===== src/rtl/pokey_serial_pkg.sv =====
// Shared types and constants for the POKEY serial output channel.
package pokey_serial_pkg;

    localparam int unsigned FRAME_DATA_BITS = 8;
    localparam int unsigned TICK_CNT_W      = 4;
    localparam int unsigned BIT_IDX_W       = 3;
    localparam logic        SOD_IDLE        = 1'b1;

    typedef enum logic [1:0] {
        IDLE,
        START,
        DATA,
        STOP
    } tx_state_e;

    typedef logic [FRAME_DATA_BITS-1:0] ser_byte_t;

    // Line level of the undecorated serial stream for a given shifter state.
    function automatic logic raw_serial_bit(input tx_state_e s, input logic lsb);
        case (s)
            START:   return 1'b0;
            DATA:    return lsb;
            default: return SOD_IDLE;
        endcase
    endfunction

endpackage


===== src/rtl/pokey_serial_tx_if.sv =====
// SEROUT register write port and transmitter status seen by the CPU/IRQ side.
interface pokey_serial_tx_if;
    import pokey_serial_pkg::*;

    logic      wr_en;
    ser_byte_t data_in;
    logic      busy;
    logic      serout_needed;
    logic      xmit_done;

    modport master (output wr_en, output data_in,
                    input  busy, input serout_needed, input xmit_done);
    modport slave  (input  wr_en, input data_in,
                    output busy, output serout_needed, output xmit_done);
endinterface


===== src/rtl/pokey_bit_timer.sv =====
// Counts timer underflow ticks and flags the tick that completes a serial bit.
module pokey_bit_timer
    import pokey_serial_pkg::*;
#(
    parameter int unsigned TICKS_PER_BIT = 2
) (
    input  logic clk,
    input  logic reset,
    input  logic en,
    input  logic tick,
    input  logic clear,
    output logic bit_done_c
);

    localparam logic [TICK_CNT_W-1:0] LAST_TICK = TICK_CNT_W'(TICKS_PER_BIT - 1);

    logic [TICK_CNT_W-1:0] cnt;

    // Not gated by clear, so the transfer decision can depend on it without a loop.
    assign bit_done_c = en && tick && (cnt == LAST_TICK);

    always_ff @(posedge clk) begin
        if (reset) begin
            cnt <= '0;
        end else if (clear) begin
            cnt <= '0;
        end else if (en && tick) begin
            cnt <= bit_done_c ? '0 : cnt + TICK_CNT_W'(1);
        end
    end

endmodule


===== src/rtl/pokey_serial_tx.sv =====
// POKEY SEROUT channel: holding register, start/8-data/stop shifter, IRQ sources.
// Define POKEY_TWO_TONE_EN to add the two-tone (tone_en/tone_a/tone_b) output modulation.
module pokey_serial_tx
    import pokey_serial_pkg::*;
#(
    parameter int unsigned TICKS_PER_BIT = 2
) (
    input  logic               clk,
    input  logic               reset,
    pokey_serial_tx_if.slave   ser,
    input  logic               bit_tick,
    input  logic               force_break,
`ifdef POKEY_TWO_TONE_EN
    input  logic               tone_en,
    input  logic               tone_a,
    input  logic               tone_b,
`endif
    output logic               sod
);

    tx_state_e              state_q, state_d;
    ser_byte_t              hold_q, hold_d;
    ser_byte_t              shift_q, shift_d;
    logic                   hold_full_q, hold_full_d;
    logic [BIT_IDX_W-1:0]   bit_idx_q, bit_idx_d;

    logic transfer_c;
    logic bit_done_c;
    logic timing_en_c;
    logic raw_c;
    logic line_c;
    logic sod_d;

    logic busy_q;
    logic serout_needed_q;
    logic xmit_done_q;

    assign timing_en_c = (state_q != IDLE);

    pokey_bit_timer #(
        .TICKS_PER_BIT (TICKS_PER_BIT)
    ) u_bit_timer (
        .clk        (clk),
        .reset      (reset),
        .en         (timing_en_c),
        .tick       (bit_tick),
        .clear      (transfer_c),
        .bit_done_c (bit_done_c)
    );

    always_ff @(posedge clk) begin
        if (reset) begin
            state_q         <= IDLE;
            hold_q          <= '0;
            shift_q         <= '0;
            hold_full_q     <= 1'b0;
            bit_idx_q       <= '0;
            sod             <= SOD_IDLE;
            busy_q          <= 1'b0;
            serout_needed_q <= 1'b0;
            xmit_done_q     <= 1'b1;
        end else begin
            state_q         <= state_d;
            hold_q          <= hold_d;
            shift_q         <= shift_d;
            hold_full_q     <= hold_full_d;
            bit_idx_q       <= bit_idx_d;
            sod             <= sod_d;
            busy_q          <= (state_d != IDLE);
            serout_needed_q <= transfer_c;
            xmit_done_q     <= (state_d == IDLE) && !hold_full_d;
        end
    end

    // Next-state: frame sequencing, then hold->shifter transfer, then CPU write.
    always_comb begin
        state_d     = state_q;
        hold_d      = hold_q;
        shift_d     = shift_q;
        hold_full_d = hold_full_q;
        bit_idx_d   = bit_idx_q;
        transfer_c  = 1'b0;

        case (state_q)
            IDLE: ;
            START: begin
                if (bit_done_c) state_d = DATA;
            end
            DATA: begin
                if (bit_done_c) begin
                    shift_d   = shift_q >> 1;
                    bit_idx_d = bit_idx_q + BIT_IDX_W'(1);
                    if (bit_idx_q == BIT_IDX_W'(FRAME_DATA_BITS - 1)) state_d = STOP;
                end
            end
            STOP: begin
                if (bit_done_c) state_d = IDLE;
            end
            default: state_d = IDLE;
        endcase

        transfer_c = hold_full_q && ((state_q == IDLE) || ((state_q == STOP) && bit_done_c));
        if (transfer_c) begin
            shift_d     = hold_q;
            hold_full_d = 1'b0;
            state_d     = START;
            bit_idx_d   = '0;
        end

        // A write landing with a transfer refills hold after the old byte moved out.
        if (ser.wr_en) begin
            hold_d      = ser.data_in;
            hold_full_d = 1'b1;
        end

        raw_c = raw_serial_bit(state_d, shift_d[0]);
`ifdef POKEY_TWO_TONE_EN
        line_c = tone_en ? (raw_c ? tone_a : tone_b) : raw_c;
`else
        line_c = raw_c;
`endif
        sod_d = force_break ? 1'b0 : line_c;
    end

    assign ser.busy          = busy_q;
    assign ser.serout_needed = serout_needed_q;
    assign ser.xmit_done     = xmit_done_q;

endmodule

===== src/flat_wrapper.sv =====
// flat-port wrapper written by rule: the top's interface ports become plain ports
module pokey_serial_tx_flat import pokey_serial_pkg::*;
#(
    parameter int unsigned TICKS_PER_BIT = 2
)
  (clk, reset, bit_tick, force_break, sod, ser_wr_en, ser_data_in, ser_busy, ser_serout_needed, ser_xmit_done);
  pokey_serial_tx_if ser_i ();
  input  logic clk;
  input  logic reset;
  input  logic bit_tick;
  input  logic force_break;
  output logic sod;
  input wire logic [$bits(ser_i.wr_en)-1:0] ser_wr_en;
  input wire logic [$bits(ser_i.data_in)-1:0] ser_data_in;
  output wire logic [$bits(ser_i.busy)-1:0] ser_busy;
  output wire logic [$bits(ser_i.serout_needed)-1:0] ser_serout_needed;
  output wire logic [$bits(ser_i.xmit_done)-1:0] ser_xmit_done;
  assign ser_i.wr_en = ser_wr_en;
  assign ser_i.data_in = ser_data_in;
  assign ser_busy = ser_i.busy;
  assign ser_serout_needed = ser_i.serout_needed;
  assign ser_xmit_done = ser_i.xmit_done;
  pokey_serial_tx #(.TICKS_PER_BIT(TICKS_PER_BIT)) u_core (.clk(clk), .reset(reset), .ser(ser_i), .bit_tick(bit_tick), .force_break(force_break), .sod(sod));
endmodule

===== config.mk =====
export PLATFORM = sky130hd
export DESIGN_NAME = pokey_serial_tx_flat
export DESIGN_NICKNAME = d
export VERILOG_FILES = /design/src/rtl/pokey_serial_pkg.sv /design/src/rtl/pokey_serial_tx_if.sv /design/src/rtl/pokey_bit_timer.sv /design/src/rtl/pokey_serial_tx.sv /design/src/flat_wrapper.sv
export SDC_FILE = /design/constraint.sdc
export NUM_CORES = 1
export LEC_CHECK = 0
export CAP_MARGIN = 25
export CORE_MARGIN = 4
export CORE_UTILIZATION = 54
export CTS_CLUSTER_SIZE = 30
export DETAILED_ROUTE_END_ITERATION = 8
export GPL_ROUTABILITY_DRIVEN = 0
export HOLD_SLACK_MARGIN = 0.08
export PLACE_DENSITY_LB_ADDON = 0.05
export SYNTH_ARGS = -nofsm -noshare
export SYNTH_HDL_FRONTEND = slang
export SYNTH_SLANG_ARGS = --single-unit
export TNS_END_PERCENT = 100

===== constraint.sdc =====
create_clock -name clk -period 1.7 [get_ports clk]
set_input_delay 0.17 -clock clk [delete_from_list [all_inputs] [get_ports clk]]
set_output_delay 0.17 -clock clk [all_outputs]
set_load 0.05 [all_outputs]

==> results.md, run 1 <==
- Clock network power share: 36.6%
- Post-synth EDFFs: 0
- Slew Viols, Final: 0
- Starting density of the core: 56.9%
- Simple-Gate Fraction of Synth Area: 20.5%
- Hold Vio Cnt, Final: 0
- Vias in the first global route: 1,109
- Pwr dens: 900 nW/um2
- Overall routed net length: 2.83 mm
- Dpl hpwl: 2.03 mm
- Vias: 1,130
- Core area: 2480 um2
- Row count: 18
- Setup violators final: 0
- Mux cell area share after synthesis: 8.52%
- Yosys cell types: 33
- Number of fill cells: 222
- Cell area after layout: 1710 um2
- CTS Buf Count: 5
- Synth Area in Adders: 4.26%
- Flop pwr share: 49.8%
- Commonest non-fill, non-tap cells in the layout: dfxtp_1, nor2_1, clkdlybuf4s50_1
- Yosys warnings: 0
- Hold Path Class: input pin to flop
- Die Wd: 59.1 um
- Critical Path RT: 1.53 ns
- Complex-gate fraction of the synthesized area: 16.2%
- Final Skew: 0.00495 ns
- ANT cells: 0
- CTS sink cnt: 30
- Reg2Reg Depth: 5
- Worst Path Buf+Inv: 1
- Post-synthesis cell count: 151
- FF-to-FF End: u_core.sod
- Synthesized area: 1410 um2
- Hold Path End: u_core.hold_q[2]
- Switch share: 25.2%
- Final min period: 1.62 ns
- Met3 Wirelength: 107 um
- Internal Pwr Total: 1.15 mW
- CTS tree: built
- Final period util: 95.2%
- Worst setup SP type: flop
- Critical path type: flop to output pin
- Top-Level Pins: 17
- Comb power frac: 13.6%
- DR top layer: met4
- Wire per inst: 13.9 um
- DRC viols: 0
- Clock Latency Late Sink: 0.33 ns
- Antenna Nets Post-Route: 0
- Final core utilization: 68.9%
- Initial antenna violation count: 0
- WL met2: 1.37 mm
- VDD IR max: 0.754 mV
- Share of cells above drive strength 1: 16.1%
- Max stage delay cell, worst path: clkdlybuf4s50_1
- Clock root buffer master: clkbuf_4
- Status: complete, no violations
- Max Fclk: 618 MHz
- Routed metal-1 wirelength: 1.29 mm
- Hold Path Depth: 3
- Reg2reg setup slack: 0.09 ns
- PnR worst setup slack: 0.0817 ns
- Sequential share of the synthesized area: 42.6%
- Max-cap viol count: 0
- Main combinational cell family by area after synthesis: simple AND/OR/NAND/NOR gates
- Slew headroom: 67.1%
- #FFs+latches synth: 30
- P_leak: 0.682 nW
- DP Area: 1620 um2
- Crit path max-delay family: buffers and inverters
- Vias per cell: 5.54
- Hold wc startpoint: ser_data_in[2]
- Critical Path AT: 1.45 ns
- Most common cell after layout, fill and taps aside: dfxtp_1
- Die Ht: 59.1 um
- Grt ovf: 0
- Ys flop type: dfxtp_1
- Ys async rst share: 0%
- Post-synthesis xor/xnor area fraction: 1.24%
- Crit-path cells: clkdlybuf4s50_1
- Syn avg cell area: 9.34 um2
- Number of DRC markers in iteration 0: 36
- Pwr Total: 1.54 mW
- CP Capture Type: output pin
- Hold_ws: 0.446 ns
- Clock buffer depth: 2
- Pre-Repair DR Iteration Count: 4
- Die Area: 3490 um2
- Area of the multi-input gates: 728 um2
- Syn-to-layout area delta: 21.1%
- Fin nets: 190
- First-pass GRT wire length: 4.74 mm
- Reg clk slew, reported paths: 0.10 ns
- Total GRT Usage: 18.5%
- Slew at the pin closest to its max-slew limit: 0.488 ns
- Max stage delay on crit path: 0.79 ns
- Post-Syn Nets: 168
- H-tree levels: 2
- Largest net degree at the start of global routing: 15
- Crit-path max FO: 1
- Setup WS pre-CTS: 0.0116 ns
- Seq. cell area: 601 um2
- RSZ-0062 raised after global routing: yes
- RR Startpoint: u_core.u_bit_timer.cnt[0]
- Switching pwr: 0.387 mW
- # port buffers: 16
## cells by family (layout without fill, tap and decap cells)
logic type,after synthesis,after routing
buffers and inverters,15,38
adders and majority gates,5,5
muxes,12,12
and+or+nand+nor,59,59
xor gates and xnor gates,2,2
DFF,30,30
AOI/OAI and AO/OA,28,28
## cell type report
| class | count | share of cell area [%] |
|---|---|---|
| Multi-Input combinational cell | 106 | 42.6 |
| Sequential cell | 30 | 35.2 |
| Timing Repair Buffer | 26 | 14.5 |
| Clock buffer | 6 | 2.42 |
| Clock inverter | 2 | 2.20 |
| Tap cell | 30 | 2.20 |
| Inverter | 4 | 0.879 |
## state kept, by name (all words and copies together) (netlist names), 2 cells and up
signal and flops:
u_core.bit_idx_q 3, u_core.hold_q 8, u_core.shift_q 8, u_core.state_q 2, u_core.u_bit_timer.cnt 4
## power by group through the flow
stage | Combinational, mW | Sequential (mW) | Clock [mW]
after floorplan | 0.123 | 0.794 | 0
after detailed placement | 0.208 | 0.781 | 0
after global routing | 0.228 | 0.770 | 0.615
after CTS | 0.209 | 0.765 | 0.585
final | 0.210 | 0.765 | 0.563
after global placement | 0.204 | 0.779 | 0
## Yosys cell counts (2+ instances only)
cell / n / area, um2
nor2_1: 22 / 82.6
nor3b_1: 2 / 15.0
nand3_1: 9 / 45.0
dfxtp_1: 30 / 601
nor3_1: 10 / 50.1
mux2i_1: 12 / 120
nor2b_1: 2 / 12.5
nand2_1: 8 / 30.0
clkbuf_1: 4 / 15.0
o31ai_1: 2 / 15.0
buf_2: 3 / 15.0
a21oi_1: 9 / 45.0
o21ai_0: 5 / 25.0
a311oi_2: 6 / 90.1
inv_1: 4 / 15.0
buf_6: 3 / 33.8
ha_1: 4 / 50.1
## metal layers
metal	up-vias	track usage, %
li1	576	-
met5	-	0
met3	5	4.79
met2	25	29.8
met1	524	20.9
met4	0	13.6
## how the worst max path moves through the flow
stage | end | startpoint | cells after the start
2_1_floorplan | u_core.shift_q[3] | u_core.u_bit_timer.cnt[0] | 7
3_3_place_gp | u_core.shift_q[7] | bit_tick | 6
3_5_place_dp | u_core.shift_q[7] | bit_tick | 6
4_1_cts | ser_serout_needed | u_core.ser.serout_needed | 1
5_1_grt | u_core.sod | u_core.u_bit_timer.cnt[0] | 5
6_report | ser_serout_needed | u_core.ser.serout_needed | 1
## timing repair
item / in CTS / in global routing
setup buffers: 0 / 0
setup endpoints to repair: 0 / 7
hold buffers: 0 / 0
gates resized for setup: 0 / 2
## stage by stage
| step | std cells | TNS, ns |
|---|---|---|
| 2_1_floorplan | 151 | 0 |
| 3_3_place_gp | 196 | 0 |
| 3_5_place_dp | 196 | 0 |
| 4_1_cts | 204 | 0 |
| 5_1_grt | 204 | -0.0329 |
| 6_report | 204 | 0 |
(Power assumes the default switching activity.)
==> inputs of run 2 (changes only) <==
--- a/config.mk
+++ b/config.mk
@@ -5,9 +5,10 @@
 export SDC_FILE = /design/constraint.sdc
 export NUM_CORES = 1
 export LEC_CHECK = 0
+export ABC_AREA = 1
 export CAP_MARGIN = 25
 export CORE_MARGIN = 4
-export CORE_UTILIZATION = 54
+export CORE_UTILIZATION = 53
 export CTS_CLUSTER_SIZE = 30
 export DETAILED_ROUTE_END_ITERATION = 8
 export GPL_ROUTABILITY_DRIVEN = 0
==> results.md, run 2 <==
- Antenna Nets Post-Route: 0
- Row count: 17
- Hold Path Depth: 3
- CTS tree: built
- Starting density of the core: 57.6%
- RSZ-0062 raised after global routing: no
- Slew at the pin closest to its max-slew limit: 0.504 ns
- Synthesized area: 1310 um2
- # port buffers: 16
- Slew headroom: 66.4%
- Max-cap viol count: 0
- Biggest regs: u_core.hold_q: 8 flops, u_core.shift_q: 8 flops, u_core.u_bit_timer.cnt: 4 flops
- Syn-to-layout area delta: 21.1%
- Number of DRC markers in iteration 0: 40
- Wire per inst: 10.6 um
- Post-synth EDFFs: 0
- Yosys warnings: 0
- Critical Path AT: 1.46 ns
- CTS sink cnt: 30
- Max stage delay cell, worst path: clkdlybuf4s50_1
- Status: complete, no violations
- Post-Syn Nets: 191
- Syn avg cell area: 7.53 um2
- Dpl hpwl: 1.87 mm
- TNS Setup: 0 ns
- Worst Path Buf+Inv: 1
- Clock root buffer master: clkbuf_4
- Clock Latency Late Sink: 0.33 ns
- Hold Vio Cnt, Final: 0
- Slew Viols, Final: 0
- Worst Setup EP: ser_serout_needed
- Die Wd: 57.7 um
- Final Skew: 0.0139 ns
- Setup violators final: 0
- Post-synthesis cell count: 174
- DRC viols: 0
- Die Ht: 57.7 um
- Final Non-Filler Cells: 226
- Area contributors post-synth: dfxtp_1, nand2_1, nor2_1
- Fin nets: 214
- Core area: 2280 um2
- Max Fclk: 615 MHz
- Share of cells above drive strength 1: 13.1%
- Commonest non-fill, non-tap cells in the layout: nand2_1, dfxtp_1, nor2_1
- Final period util: 95.6%
- CTS Hold Bufs: 0
- Max stage delay on crit path: 0.80 ns
- Vias: 1,146
- Top-Level Pins: 17
- #FFs+latches synth: 30
- Critical Path RT: 1.53 ns
- P_leak: 0.662 nW
- Most common cell after layout, fill and taps aside: nand2_1
- Sequential share of the synthesized area: 45.8%
- CP Capture Type: output pin
- Final min period: 1.63 ns
- Pre-Repair DR Iteration Count: 4
- Vias per cell: 5.07
- Reg2Reg Depth: 11
- Ys async rst share: 0%
- # placed instances: 218
- Vias in the first global route: 1,061
- First-pass GRT wire length: 4.32 mm
- Crit path from: u_core.ser.serout_needed
- Critical path type: flop to output pin
- FF-to-FF End: u_core.sod
- Total GRT Usage: 16.4%
- Ys flop type: dfxtp_1
- Worst setup SP type: flop
- RR Startpoint: u_core.u_bit_timer.cnt[1]
- Grt ovf: 0
- H-tree levels: 2
- Most common cell in the synthesized netlist: nand2_1
- Post-synth top cells: nand2_1, dfxtp_1, nor2_1, inv_1
- Crit path max-delay family: buffers and inverters
- Die Area: 3330 um2
- Initial antenna violation count: 0
- VDD IR max: 0.700 mV
- Largest net degree at the start of global routing: 13
- Yosys cell types: 21
- Crit-path cells: clkdlybuf4s50_1
- Leading area contributor after synthesis: dfxtp_1
- ANT cells: 0
- Stages on worst setup path: 1
- Hold Path Class: input pin to flop
- Synth top area share: 45.8%
- Reg2reg setup slack: 0.14 ns
- Reg clk slew, reported paths: 0.09 ns
- Overall routed net length: 2.40 mm
- Clock buffer depth: 2
- CTS Buf Count: 5
- Crit-path max FO: 1
- Pwr dens: 886 nW/um2
==> run 2: cell types whose count changed after synthesis, sizes merged, moves of 4 or more <==
cell	previous run	this run
nand2	9	46
inv	4	17
mux2i	12	0
nor3	10	2
buf	7	0
nor2	22	29
a311oi	6	0
o21ai	6	12
a31oi	1	5
==> run 2: power by group <==
group,switching (mW),internal [mW],total [mW]
logic,0.124,0.0794,0.204
registers,0.0176,0.737,0.754
clock network,0.249,0.199,0.447
==> run 2: what timing repair did <==
action | CTS | global route
gates resized for setup | 0 | 3
setup buffers | 0 | 0
setup endpoints to repair | 0 | 9
==> run 2: cell type report <==
type	count	area, um2
fill	192	689
multi-input combinational	123	629
sequential	30	602
timing repair buffer	19	185
inverter	18	71.3
clock buffer	6	51.3
tap	28	35.0
clock inverter	2	12.5
==> run 2: stage by stage <==
step                total power [mW]  area [um2]  utilization, %  setup WS, ns  hold WS [ns]
global route                    1.47        1590            69.7        0.0278         0.410
floorplan                      0.902        1310               -         0.322         0.251
detailed placement             0.974        1520            66.6        0.0148         0.440
finish                          1.41        1590            69.7        0.0747         0.416
CTS                             1.42        1580            69.4        0.0375         0.410
global placement               0.969        1520            66.6        0.0970         0.436
==> run 2: kinds of logic (layout without fill, tap and decap cells) <==
group / count (synthesis) / count (layout) / share of synthesized area (%)
compound gates: 29 / 29 / 12.6
simple gates: 89 / 89 / 30.9
buf+inv: 21 / 45 / 6.11
xor+xnor: 1 / 1 / 0.669
fa+ha+maj: 4 / 4 / 3.82
flops: 30 / 30 / 45.8
==> run 2: worst min-delay path by stage <==
stage	startpoint	end
CTS	force_break	u_core.sod
detailed placement	u_core.hold_q[7]	u_core.shift_q[7]
floorplan	reset	u_core.hold_full_q
finish	ser_data_in[2]	u_core.hold_q[2]
global route	force_break	u_core.sod
global placement	u_core.hold_q[7]	u_core.shift_q[7]
==> run 2: per-layer routing <==
metal / up-vias / global-route usage (%) / share of wire [%]
met5: - / 0 / 0
met4: 0 / 7.95 / 2.3
met3: 7 / 4.68 / 6.1
met2: 30 / 26.5 / 46
met1: 504 / 20.0 / 45
li1: 605 / - / -
==> inputs of run 3 (changes only) <==
--- a/config.mk
+++ b/config.mk
@@ -9,12 +9,14 @@
 export CAP_MARGIN = 25
 export CORE_MARGIN = 4
 export CORE_UTILIZATION = 53
-export CTS_CLUSTER_SIZE = 30
+export CTS_CLUSTER_SIZE = 8
 export DETAILED_ROUTE_END_ITERATION = 8
 export GPL_ROUTABILITY_DRIVEN = 0
 export HOLD_SLACK_MARGIN = 0.08
 export PLACE_DENSITY_LB_ADDON = 0.05
+export RECOVER_POWER = 25
 export SYNTH_ARGS = -nofsm -noshare
 export SYNTH_HDL_FRONTEND = slang
+export SYNTH_HIERARCHICAL = 1
 export SYNTH_SLANG_ARGS = --single-unit
 export TNS_END_PERCENT = 100
==> results.md, run 3 <==
- Die Wd: 58.3 um
- Cell area after layout: 1720 um2
- Row count: 17
- Dpl hpwl: 1.90 mm
- Largest net degree at the start of global routing: 17
- Slew headroom: 65.8%
- Initial antenna violation count: 0
- First-pass GRT wire length: 4.33 mm
- Overall routed net length: 2.49 mm
- Fin nets: 224
- CTS tree: built
- Crit path max-delay family: buffers and inverters
- Mux cell area share after synthesis: 0%
- Syn avg cell area: 7.53 um2
- Post-synth top cells: nand2_1, dfxtp_1, inv_1, nor2_1
- Share of cells above drive strength 1: 18.8%
- ANT cells: 0
- Worst setup SP type: flop
- Reg2reg setup slack: 0.16 ns
- Final Skew: 0.00787 ns
- Final core utilization: 74.2%
- VDD IR max: 0.984 mV
- Wire per inst: 10.6 um
- Critical Path RT: 1.53 ns
- Biggest regs: u_core/hold_q: 8 flops, u_core/shift_q: 8 flops, u_core/u_bit_timer/cnt: 4 flops
- Max stage delay on crit path: 0.79 ns
- Hold Path Depth: 3
- Complex-gate fraction of the synthesized area: 12.6%
- Reg2Reg Depth: 13
- H-tree levels: 2
- Die Ht: 58.3 um
- P_leak: 0.803 nW
- Yosys cell types: 23
- Vias: 1,168
- Pre-Repair DR Iteration Count: 4
- Crit path from: u_core/ser.serout_needed
- Most common cell after layout, fill and taps aside: nand2_1
- Final period util: 95.2%
- Starting density of the core: 57.8%
- Yosys warnings: 6
- Max Fclk: 618 MHz
- CTS Hold Bufs: 0
- DRC viols: 0
- Post-synthesis xor/xnor area fraction: 0.654%
- # port buffers: 16
- Status: complete, no violations
- Crit-path cells: clkdlybuf4s50_1
- Final min period: 1.62 ns
- Slew Viols, Final: 0
- TNS Setup: 0 ns
- CTS sink cnt: 30
- Sequential share of the synthesized area: 44.8%
- Setup violators final: 0
- Syn-to-layout area delta: 28.4%
- Critical Path AT: 1.45 ns
- RR Startpoint: u_core/state_q[0]
- Max-cap viol count: 0
- Synth top area share: 44.8%
- Core area: 2320 um2
- Grt ovf: 0
- Leading area contributor after synthesis: dfxtp_1
- Total GRT Usage: 17.4%
- FF-to-FF End: u_core/u_bit_timer/cnt[1]
- Commonest non-fill, non-tap cells in the layout: nand2_1, dfxtp_1, inv_1
- Max stage delay cell, worst path: clkdlybuf4s50_1
- Hold Path End: u_core/hold_q[6]
- Pwr dens: 985 nW/um2
- Clock buffer depth: 2
- DP Area: 1580 um2
- Critical path type: flop to output pin
- Most common cell in the synthesized netlist: nand2_1
- Antenna Nets Post-Route: 0
- Crit-path max FO: 1
- Post-Syn Nets: 195
- Main combinational cell family by area after synthesis: simple AND/OR/NAND/NOR gates
- Simple-Gate Fraction of Synth Area: 29.9%
- Number of DRC markers in iteration 0: 56
- Post-synth EDFFs: 0
- #FFs+latches synth: 30
- Clock root buffer master: clkbuf_4
- Vias per cell: 4.95
- CP Capture Type: output pin
- Top-Level Pins: 17
- Slew at the pin closest to its max-slew limit: 0.512 ns
- CTS Buf Count: 5
- Area contributors post-synth: dfxtp_1, nand2_1, inv_1
- Worst Path Buf+Inv: 1
- Ys async rst share: 0%
- Ys flop type: dfxtp_1
- Vias in the first global route: 1,061
- Hold Path Class: input pin to flop
- Hold Vio Cnt, Final: 0
- Clock Latency Late Sink: 0.34 ns
- Die Area: 3400 um2
- Reg clk slew, reported paths: 0.09 ns
- Synth Area in Adders: 3.73%
- Hold wc startpoint: ser_data_in[6]
- Synthesized area: 1340 um2
- Post-synthesis cell count: 178
run 3: how the worst max path moves through the flow:
stage,cells past startpoint,end,slack (ns)
global placement,14,u_core/sod,-0.08
global route,13,u_core/u_bit_timer/cnt[2],-0.008
detailed placement,14,u_core/sod,-0.13
finish,1,ser_serout_needed,0.08
CTS,15,u_core/sod,0.03
floorplan,15,u_core/sod,0.02
run 3: timing repair:
item,CTS,global route
endpoints found under the setup margin,0,19
hold endpoints to repair,0,0
setup buffers,0,2
gates resized for setup,0,6
run 3: through the flow:
stage | setup slack (ns) | instances | power [mW] | hold WS [ns]
after floorplan | 0.0162 | 178 | 0.891 | 0.241
after global placement | -0.0776 | 226 | 0.959 | 0.436
after detailed placement | -0.132 | 226 | 0.966 | 0.443
after CTS | 0.0308 | 234 | 1.72 | 0.413
after global routing | -0.00781 | 236 | 1.79 | 0.405
final | 0.0819 | 236 | 1.69 | 0.425
run 3: logic make-up (layout without fill, tap and decap cells):
kind of cell               after synthesis  after routing
AOI/OAI and AO/OA                       31             31
xor gates and xnor gates                 1              1
adders and majority gates                4              4
buffers and inverters                   28             58
DFF                                     30             30
and+or+nand+nor                         84             84
run 3: area by class of cell:
cell class / count / area (um2)
Clock buffer: 6 / 51.3
Tap cell: 28 / 35.0
Inverter: 26 / 105
Clock inverter: 2 / 60.1
Fill cell: 178 / 598
Multi-Input combinational cell: 120 / 631
Timing Repair Buffer: 24 / 235
Sequential cell: 30 / 603
run 3: routing by layer:
layer	track usage [%]	vias to the layer above	routed length [um]
li1	-	622	-
met1	18.5	514	1070
met2	28.2	25	1180
met3	7.80	7	170
met4	10.3	0	65
met5	0	-	0
run 3: report_power, final:
group / leakage (nW) / internal, mW / switching (mW)
sequential: 0.247 / 0.736 / 0.0135
combinational: 0.498 / 0.0814 / 0.119
clock: 0.0585 / 0.498 / 0.245
total: 0.803 / 1.32 / 0.378
